==> config.mk <==
export PLATFORM = sky130hd
export DESIGN_NAME = digi_pot_ramp_ctrl
export DESIGN_NICKNAME = d
export VERILOG_FILES = /design/src/rtl/digi_pot_ramp_ctrl.sv
export SDC_FILE = /design/constraint.sdc
export NUM_CORES = 1
export LEC_CHECK = 0
export CORE_MARGIN = 1.5
export CORE_UTILIZATION = 57
export DETAILED_ROUTE_END_ITERATION = 10
export PLACE_DENSITY_LB_ADDON = 0.08
export SKIP_CTS_REPAIR_TIMING = 1
export SLEW_MARGIN = 25
export SYNTH_ARGS = -nofsm -noshare
export SYNTH_HDL_FRONTEND = slang
export SYNTH_SLANG_ARGS = --single-unit
==> constraint.sdc <==
create_clock -name clk -period 8.6 [get_ports clk]
set_clock_uncertainty 0.05 [all_clocks]
set_input_delay 2.15 -clock clk [delete_from_list [all_inputs] [get_ports clk]]
set_output_delay 2.15 -clock clk [all_outputs]
set_load 0.02 [all_outputs]
==> src/rtl/digi_pot_ramp_ctrl.sv <==
// Wiper sequencer for a single digi_pot: direct load or one-LSB ramp to a target,
// closing the loop on the pot's resistance_out and reporting done/err/step count.
//
// state | meaning
// IDLE  | ready for a request
// LOAD  | pot_load pulse with target on pot_din
// LWAIT | settle after load, then compare feedback
// CHECK | compare feedback to target, detect stall
// STEP  | one inc/dec pulse, capture feedback
// WAIT  | pad the step out to STEP_DIV cycles
// DONE  | done pulse, err valid
module digi_pot_ramp_ctrl #(
    parameter int WIDTH    = 8,
    parameter int STEP_DIV = 4
) (
    input  logic             clk,
    input  logic             reset,
    input  logic             req_valid,
    output logic             req_ready,
    input  logic [WIDTH-1:0] req_target,
    input  logic             req_mode,
    input  logic             abort,
    input  logic [WIDTH-1:0] pot_fb,
    output logic             pot_inc,
    output logic             pot_dec,
    output logic             pot_load,
    output logic [WIDTH-1:0] pot_din,
    output logic             busy,
    output logic             done,
    output logic             err,
    output logic [8:0]       step_cnt
);

    typedef enum logic [2:0] {
        IDLE, LOAD, LWAIT, CHECK, STEP, WAIT, DONE
    } state_t;

    // LWAIT spans STEP_DIV cycles so a direct load completes at STEP_DIV+2
    localparam logic [7:0] LWAIT_CNT = 8'(STEP_DIV - 1);
    localparam logic [7:0] WAIT_CNT  = 8'((STEP_DIV > 2) ? (STEP_DIV - 3) : 0);

    state_t           state_q, state_d;
    logic [WIDTH-1:0] target_q, target_d;
    logic [WIDTH-1:0] cap_q, cap_d;
    logic             stepped_q, stepped_d;
    logic [7:0]       tmr_q, tmr_d;
    logic             err_d, inc_d, dec_d;
    logic [8:0]       cnt_d;

    always_comb begin
        state_d   = state_q;
        target_d  = target_q;
        cap_d     = cap_q;
        stepped_d = stepped_q;
        tmr_d     = tmr_q;
        err_d     = 1'b0;
        inc_d     = 1'b0;
        dec_d     = 1'b0;
        cnt_d     = step_cnt;

        case (state_q)
            IDLE: begin
                if (req_valid && req_ready) begin
                    target_d  = req_target;
                    stepped_d = 1'b0;
                    cnt_d     = 9'd0;
                    state_d   = req_mode ? LOAD : CHECK;
                end
            end
            LOAD: begin
                tmr_d   = LWAIT_CNT;
                state_d = LWAIT;
            end
            LWAIT: begin
                if (tmr_q == 8'd0) begin
                    state_d = DONE;
                    err_d   = (pot_fb != target_q);
                end else begin
                    tmr_d = tmr_q - 8'd1;
                end
            end
            CHECK: begin
                if (pot_fb == target_q) begin
                    state_d = DONE;
                end else if (stepped_q && (pot_fb == cap_q)) begin
                    // last pulse did not move the wiper: saturated or stuck pot
                    state_d = DONE;
                    err_d   = 1'b1;
                end else begin
                    state_d = STEP;
                    inc_d   = (pot_fb < target_q);
                    dec_d   = (pot_fb > target_q);
                end
            end
            STEP: begin
                cap_d     = pot_fb;
                stepped_d = 1'b1;
                if (STEP_DIV == 2) begin
                    state_d = CHECK;
                end else begin
                    tmr_d   = WAIT_CNT;
                    state_d = WAIT;
                end
            end
            WAIT: begin
                if (tmr_q == 8'd0) state_d = CHECK;
                else               tmr_d   = tmr_q - 8'd1;
            end
            DONE:    state_d = IDLE;
            default: state_d = IDLE;
        endcase

        if (abort && (state_q != IDLE) && (state_q != DONE)) begin
            state_d = DONE;
            err_d   = 1'b1;
            inc_d   = 1'b0;
            dec_d   = 1'b0;
        end

        if ((inc_d || dec_d) && (cnt_d != 9'd511)) cnt_d = cnt_d + 9'd1;
    end

    always_ff @(posedge clk or negedge reset) begin
        if (!reset) begin
            state_q   <= IDLE;
            target_q  <= '0;
            cap_q     <= '0;
            stepped_q <= 1'b0;
            tmr_q     <= 8'd0;
            req_ready <= 1'b1;
            busy      <= 1'b0;
            done      <= 1'b0;
            err       <= 1'b0;
            pot_inc   <= 1'b0;
            pot_dec   <= 1'b0;
            pot_load  <= 1'b0;
            pot_din   <= '0;
            step_cnt  <= 9'd0;
        end else begin
            state_q   <= state_d;
            target_q  <= target_d;
            cap_q     <= cap_d;
            stepped_q <= stepped_d;
            tmr_q     <= tmr_d;
            req_ready <= (state_d == IDLE);
            busy      <= (state_d != IDLE);
            done      <= (state_d == DONE);
            err       <= err_d;
            pot_inc   <= inc_d;
            pot_dec   <= dec_d;
            pot_load  <= (state_d == LOAD);
            if (state_d == LOAD) pot_din <= target_d;
            step_cnt  <= cnt_d;
        end
    end

endmodule
## Word-level counts from Yosys, hierarchy flattened

Cells that the tools add are included.

- Bits in registers: 52
- Latch bits: 0
- RAM bits: 0
- ROM bits: 0
- Input port bits: 21
- Output and inout bits: 24
- Word-level logic and storage cells: 78
- Memories: 0

- Add/sub/neg operators: 2
- Multipliers: 0
- Div/mod/pow operators: 0
- Magnitude comparators: 2
- Equal/unequal tests: 14
- Shifts and indexed selects: 0
- Muxes and demuxes: 30
- Bitwise operators: 0
- Reductions and logical operators: 16

Operators with widths:

| cell | number |
|---|---|
| $mux 9 | 3 |
| $mux 8 | 3 |
| $pmux 8 s3 | 1 |
| $pmux 3 s6 | 1 |
| $eq 8x8->1 | 2 |
| $mux 1 | 13 |
| $mux 3 | 4 |
| $add 9x1->9 const B | 1 |
| $eq 3x3->1 const B | 3 |
| $ne 9x9->1 const B | 1 |
| $reduce_bool 3->1 | 3 |
| $gt 8x8->1 | 1 |
| $logic_not 8->1 | 1 |
| $lt 8x8->1 | 1 |
| $ne 8x8->1 | 1 |
| $sub 8x1->8 const B | 1 |
| $eq 3x1->1 const B | 2 |
| $eq 3x2->1 const B | 2 |
| $logic_not 3->1 | 2 |
| $mux 2 | 3 |
| $logic_and 1x1->1 | 5 |
| $ne 2x2->1 const B | 2 |
| $pmux 1 s2 | 2 |
| $reduce_and 2->1 | 2 |
| 4 further kinds | 4 |

## Longest topological paths before layout

Gate-level depths: netlist (run 1).

- Depth in word-level cells: 9
- Mapped depth: 12
- Gate-level depth less buffers: 11

## Least setup slack after synthesis (run 1)

Ideal clock, no wire load.

- Kind: input-to-reg
- From: in req_valid
- To: reg step_cnt[5]
- Library setup time: 0.077 ns
- Arrival: 4.222 ns
- Data required time: 8.473 ns
- Slack: 4.251 ns
- Stages on the path: 11
- Path buffers: 1
- Cells stage by stage: nand2_1 > nor2_2 > nor2b_1 > ha_1 > nand2_1 > nor3_1 > ha_1 > or3b_1 > buf_2 > or4_1 > a21oi_1

- Word-level cells in the longest chain between the ends: 6
- Elaborated cells between the ends (all ways): 7
- Classes of those cells: add/sub (1); eq/ne (1); mux (3); reduce/logical (2)

Ends and longest elaborated chain:

| what | line | text |
|---|---|---|
| from (decl) | 18 | `input logic req_valid,` |
| $logic_and 1x1->1 (*) | 63 | `if (req_valid && req_ready) begin` |
| $mux 9 (*) | 63 |  |
| $mux 9 (*) | 61 | `case (state_q)` |
| parallel branches: the longest is 2 deep, another holds $add 9x1->9 | - |  |
| $mux 9 (*) | 120 | `if ((inc_d \|\| dec_d) && (cnt_d != 9'd511)) cnt_d = cnt_d + 9'd1;` |
| named net cnt_d[5] | 48 | `logic [8:0] cnt_d;` |
| to (signal assigned) | 153 | `step_cnt <= cnt_d;` |
| to (decl) | 31 | `output logic [8:0] step_cnt` |

Mark *: on every way through the listed nets, which the timed path passes.
A chain may end at the register's enable or synchronous reset.

## Worst setup path in the final report (run 1)

- From: in req_valid
- To: reg step_cnt[1]

Same word-level chain as after synthesis.

==> flow_summary.toml, run 1 <==
[logic_synthesis]
synth.distinct_cells = 59
yosysSeqAreaShare_pct = 47.3
netlist_area_mm2 = 0.00275
yosys.area.top_type = "dfrtp_1"
synth_seq_cells = 52
yosys-top-cells-area = "dfrtp_1 46%, mux2_2 6.5%, ha_1 5.5%"
ys.flop_type = "dfrtp_1"
synthCells = 265
synth_top_area_share_pct = 46.4
synth_warnings = 0
avgSynthCellArea_um2 = 10.4
synth_edf_count = 0
syn_nets = 298
synthArstFlopShare_pct = 100

[routing]
via_per_inst = 5.74
ant_nets = 0
vias = 2079
finalWirelength_um = 5430
drt-initial-drc-count = 171
drc = 0
first_pass_iters = 4
wire_per_inst_um = 15.0

[clocking]
worstSkewPairLatency_ns = 0.31
numCtsBuffers = 5
cts-root-buf = "clkbuf_8"
htree_levels = 2
clockBufferDepth = 2
clkSinkCount = 52
tritoncts = "done"
clkTransAtPathRegs_ns = 0.09

[worst_setup_path]
crit_type = "in2reg"
crit_arrival_ns = 5.03
cp_max_fo = 27
critical_path_required_ns = 8.74
critical_path.top_delay_family = "simple AND/OR/NAND/NOR gates"
crit_path_end_kind = "register"
crit_slowest_cell = "or3b_1"
cp_cell_sequence = "clkdlybuf4s50_1, nand2_1, nor2_2, buf_4, nor2b_1, ha_1, nand2_1, nor3_1, ha_1, or3b_1, nor2_1, mux2_2"
start_kind = "input pin"
crit_buf_inv = 2
critPathMaxStageDelay_ns = 0.53

[run_status]
status = "finished, final reports clean"

[global_route]
grt.overflow.total = 0
grt_start_max_net_pins = 53
antenna_found_initial = 0
grt_pass1_wl_um = 9200
track_usage_pct = 22.9
grt_pass1_vias = 1972

[place]
dpl.hpwl_um = 3890
portBuffers = 44
finalWeightedCongestion = 0.774

[floorplan]
ios = 45
row_count = 25
die_x_um = 72.5
dieArea_mm2 = 0.00525
die_h_um = 72.5
initial_core_util_pct = 58.7
design.core.area_mm2 = 0.00469

[sta]
worstMarginPinSlew_ns = 0.682
report.final.hold_viol_count = 0
report.final.slew_viol_count = 0
setup_tns_ns = 0
slew-limit-headroom_pct = 54.2
grt_setup_unrepaired = "false"
finalCritPeriodShare_pct = 56.9
max_freq_mhz = 205
min_period_ns = 4.89
setup_viol = 0
fin_worst_hold_slack_ns = 0.458

[min_path]
hold_class = "reg2reg"

[layout]
diodes = 0
area_delta_synth_final_pct = 20.9
fillers = 378
drive_gt1_share_pct = 11.4
fin_nets = 340

[power]
p_leak_nw = 1.43
ir_drop_uv = 210
powerDensity_mw_per_mm2 = 318

[flow_run]
cap_violations = 0
-- cell families (layout without fill, tap and decap cells) --
logic type	Yosys count	count (layout)	synth area share (%)
simple gates	84	84	17.5
compound gates	58	58	13.4
flops	52	52	47.3
buf+inv	27	70	4.32
mux	21	21	8.50
fa+ha+maj	12	12	5.45
xor+xnor	11	11	3.50
-- per-stage QoR --
step                      utilization (%)  cell area [um2]  setup slack, ns  instances  total power (W)
final                                70.9             3330             3.71        362          0.00106
after global routing                 70.9             3330             3.56        362          0.00114
after CTS                            70.9             3330             3.73        362          0.00107
after detailed placement             68.6             3220             3.40        354         0.000899
after global placement               68.6             3220             3.52        354         0.000886
after floorplan                         -             2750             4.25        265         0.000756
-- layout make-up --
type	instances	area, um2	area share, %
flip-flops and latches	52	1300	39.2
clock buffers	6	72.6	2.18
repair buffers	48	465	14.0
clock inverters	2	35.0	1.05
inverters	14	52.6	1.58
well taps	54	67.6	2.03
multi-input cells	186	1330	40.0
-- flip-flops by register name, summed over array words and instances (netlist names), 3 cells and up --
register  flops
cap_q         8
pot_din       8
state_q       3
step_cnt      9
target_q      8
tmr_q         8
-- layout by cell type (no fill, tap or decap), drive strengths merged, types with 7 or more instances in the layout --
cell           netlist  layout
a21oi               17      17
nand2               19      19
ha                  12      12
inv                 14      14
nor2                13      13
clkdlybuf4s50        0      43
o21ai               17      17
xnor2                9       9
o31ai                7       7
dfrtp               51      51
mux2                19      19
-- path summary, 6_finish.rpt --
| path | from | end | slack (ns) | cells after the start |
|---|---|---|---|---|
| max | req_valid | step_cnt[1] | 3.71 | 12 |
| min | pot_din[7] | pot_din[7] | 0.46 | 1 |
| max reg2reg | state_q[0] | step_cnt[1] | 5.08 | 11 |
| min reg2reg | pot_din[7] | pot_din[7] | 0.46 | 1 |
| max in group asynchronous | reset | target_q[5] | 6.16 | 2 |
| min in group asynchronous | reset | step_cnt[2] | 1.89 | 2 |
-- report_power, final --
part	total (W)	leakage (nW)	switching [W]	internal [W]
clock network	0.000166	0.0552	0.0000791	0.0000864
logic	0.000478	0.721	0.000241	0.000237
registers	0.000415	0.654	0.0000753	0.000340
-- per-layer routing --
| metal | routed length [um] | part of all wire [%] | vias up | track usage, % |
|---|---|---|---|---|
| li1 | - | - | 1031 | - |
| met1 | 2580 | 47 | 1011 | 31.3 |
| met2 | 2610 | 48 | 33 | 36.6 |
| met3 | 168 | 3.1 | 4 | 4.58 |
| met4 | 77 | 1.4 | 0 | 7.76 |
| met5 | 0 | 0 | - | 0 |
-- synthesized netlist by cell type (6+ instances only) --
master   number
o21ai_0       9
o31ai_1       7
a21oi_1      17
nand2_1      19
ha_1         12
xnor2_1       9
o21ai_1       8
or3_1         6
nand3_1       6
mux2_2       16
dfrtp_1      51
inv_1        14
nor2_1       12
-- worst reg2reg max path, cell delays in order, from the launching register on --
cell and delay [ns]:
dfrtp_1 0.59, or3_1 0.50, nor2_2 0.10, buf_4 0.29, nor2b_1 0.13, ha_1 0.23, nand2_1 0.08, nor3_1 0.05
ha_1 0.21, or3b_1 0.53, nor2_1 0.27, mux2_2 0.37
Power figures use the tool's default switching activity.
==> run 2, diff against run 1 <==
- CORE_UTILIZATION: 57 -> 53
- clock period: 8.6 -> 5.1 ns (I/O delays scaled with it)
==> run 2 against run 1 <==
  * Wire length decreased by 2.5%
  * Final area increased by 0.56%
  * Cell count increased by 4.4%
  * Hold slack got worse by 0.0052 ns
  * Sequential power increased by 69%
  * Sequential share of layout area decreased by 0.22 points
  * Clock power increased by 67%
  * Largest power group unchanged
==> flow_summary.toml, run 2 (same netlist as run 1, synthesis figures left out) <==
[run_status]
status = "finished, final reports clean"

[sta]
finalCritPeriodShare_pct = 78.5
setup_slack_ns = 1.10
report.final.hold_viol_count = 0
grt_setup_unrepaired = "false"
worstMarginPinSlew_ns = 0.648
setup_tns_ns = 0
min_period_ns = 4.00
report.final.slew_viol_count = 0
slew-limit-headroom_pct = 56.8
setup_viol = 0
max_freq_mhz = 250

[clocking]
worstSkewPairLatency_ns = 0.30
clkTransAtPathRegs_ns = 0.09
htree_levels = 2
clockBufferDepth = 2
numCtsBuffers = 5
clkSinkCount = 52
tritoncts = "done"
cts-root-buf = "clkbuf_8"

[floorplan]
design.core.area_mm2 = 0.00504
ios = 45
row_count = 26
dieArea_mm2 = 0.00563
initial_core_util_pct = 54.6
die_h_um = 75.1
die_x_um = 75.1

[routing]
finalWirelength_um = 5300
via_per_inst = 5.55
vias = 2097
ant_nets = 0
first_pass_iters = 4
drt-initial-drc-count = 222
drc = 0
wire_per_inst_um = 14.0

[global_route]
antenna_found_initial = 0
track_usage_pct = 20.8
grt.overflow.total = 0
grt_pass1_vias = 1967
grt_pass1_wl_um = 8890
grt_start_max_net_pins = 53

[place]
placed_area_mm2 = 0.00324
dpl.hpwl_um = 3760
finalWeightedCongestion = 0.764
dpl.cell_count = 370
portBuffers = 44
dpl_worst_slack_ns = 0.783

[layout]
largest_reg_flops = 9
top_register = "step_cnt"
diodes = 0
fin_nets = 340
instances_no_fill = 378
design_area_mm2 = 0.00335
fillers = 423
layout_common_cells = "51 x dfrtp_1, 43 x clkdlybuf4s50_1, 19 x nand2_1, 17 x a21oi_1, 16 x mux2_2"
layout_commonest_cell = "dfrtp_1"
area_delta_synth_final_pct = 21.5
drive_gt1_share_pct = 11.0
final_core_util_pct = 66.4

[power]
netSwitchingPower_w = 0.000666
p_leak_nw = 1.43
p_clk_share_pct = 15.6
power_frac_seq_pct = 39.3
p_int_w = 0.00112
ir_drop_uv = 262
powerDensity_mw_per_mm2 = 534
pwr-share-comb_pct = 45.1
sw_frac_of_total_pct = 37.3

[worst_setup_path]
cp-startpoint = "req_valid"
crit_arrival_ns = 4.19
crit_path_end_kind = "register"
rr_startpoint = "state_q[0]"
critical_path_required_ns = 5.28
cp_max_fo = 12
crit_type = "in2reg"
start_kind = "input pin"

[flow_run]
cap_violations = 0

[min_path]
hold_class = "reg2reg"
min_from = "pot_din[7]"
## run 2: layer usage
layer / GRT usage, % / part of all wire, % / vias to the layer above
li1: - / - / 1034
met1: 27.6 / 46 / 1004
met2: 34.4 / 48 / 54
met3: 4.28 / 4.8 / 5
met4: 6.06 / 1.2 / 0
met5: 0 / 0 / -
## run 2: path summary, 6_finish.rpt
path	to	slack [ns]	cells after the start
worst max-delay path	step_cnt[7]	1.10	11
worst min-delay path	pot_din[7]	0.45	1
worst max register to register	step_cnt[7]	1.59	10
worst min register to register	pot_din[7]	0.45	1
max in group asynchronous	tmr_q[5]	3.54	2
min in group asynchronous	step_cnt[3]	1.03	2
## run 2: power groups by stage
stage,combinational (W),clock (W),sequential (W)
2_1_floorplan,0.000550,0,0.000726
3_3_place_gp,0.000798,0,0.000702
3_5_place_dp,0.000806,0,0.000708
4_1_cts,0.000812,0.000284,0.000699
5_1_grt,0.000904,0.000299,0.000724
6_report,0.000805,0.000278,0.000702
## run 2: cell type report
class,instances,area [um2],area share (%)
sequential,52,1300,38.9
multi-input combinational,186,1330,39.8
clock inverter,1,30.0,0.898
timing repair buffer,48,465,13.9
inverter,14,52.6,1.57
tap,70,87.6,2.62
clock buffer,7,76.3,2.28
## run 2: worst max-delay path, cell delays in order
cell,delay [ns]
clkdlybuf4s50_1,0.45
nand2_1,0.13
nor2_2,0.44
nor2b_1,0.13
ha_1,0.24
nand2_1,0.07
nor3_1,0.04
ha_1,0.21
or3b_1,0.52
or4_1,0.51
a21oi_1,0.15
## run 2: through the flow
| step | power (W) | hold slack, ns |
|---|---|---|
| 2_1_floorplan | 0.00128 | 0.428 |
| 3_3_place_gp | 0.00150 | 0.432 |
| 3_5_place_dp | 0.00151 | 0.431 |
| 4_1_cts | 0.00180 | 0.459 |
| 5_1_grt | 0.00193 | 0.476 |
| 6_report | 0.00179 | 0.452 |
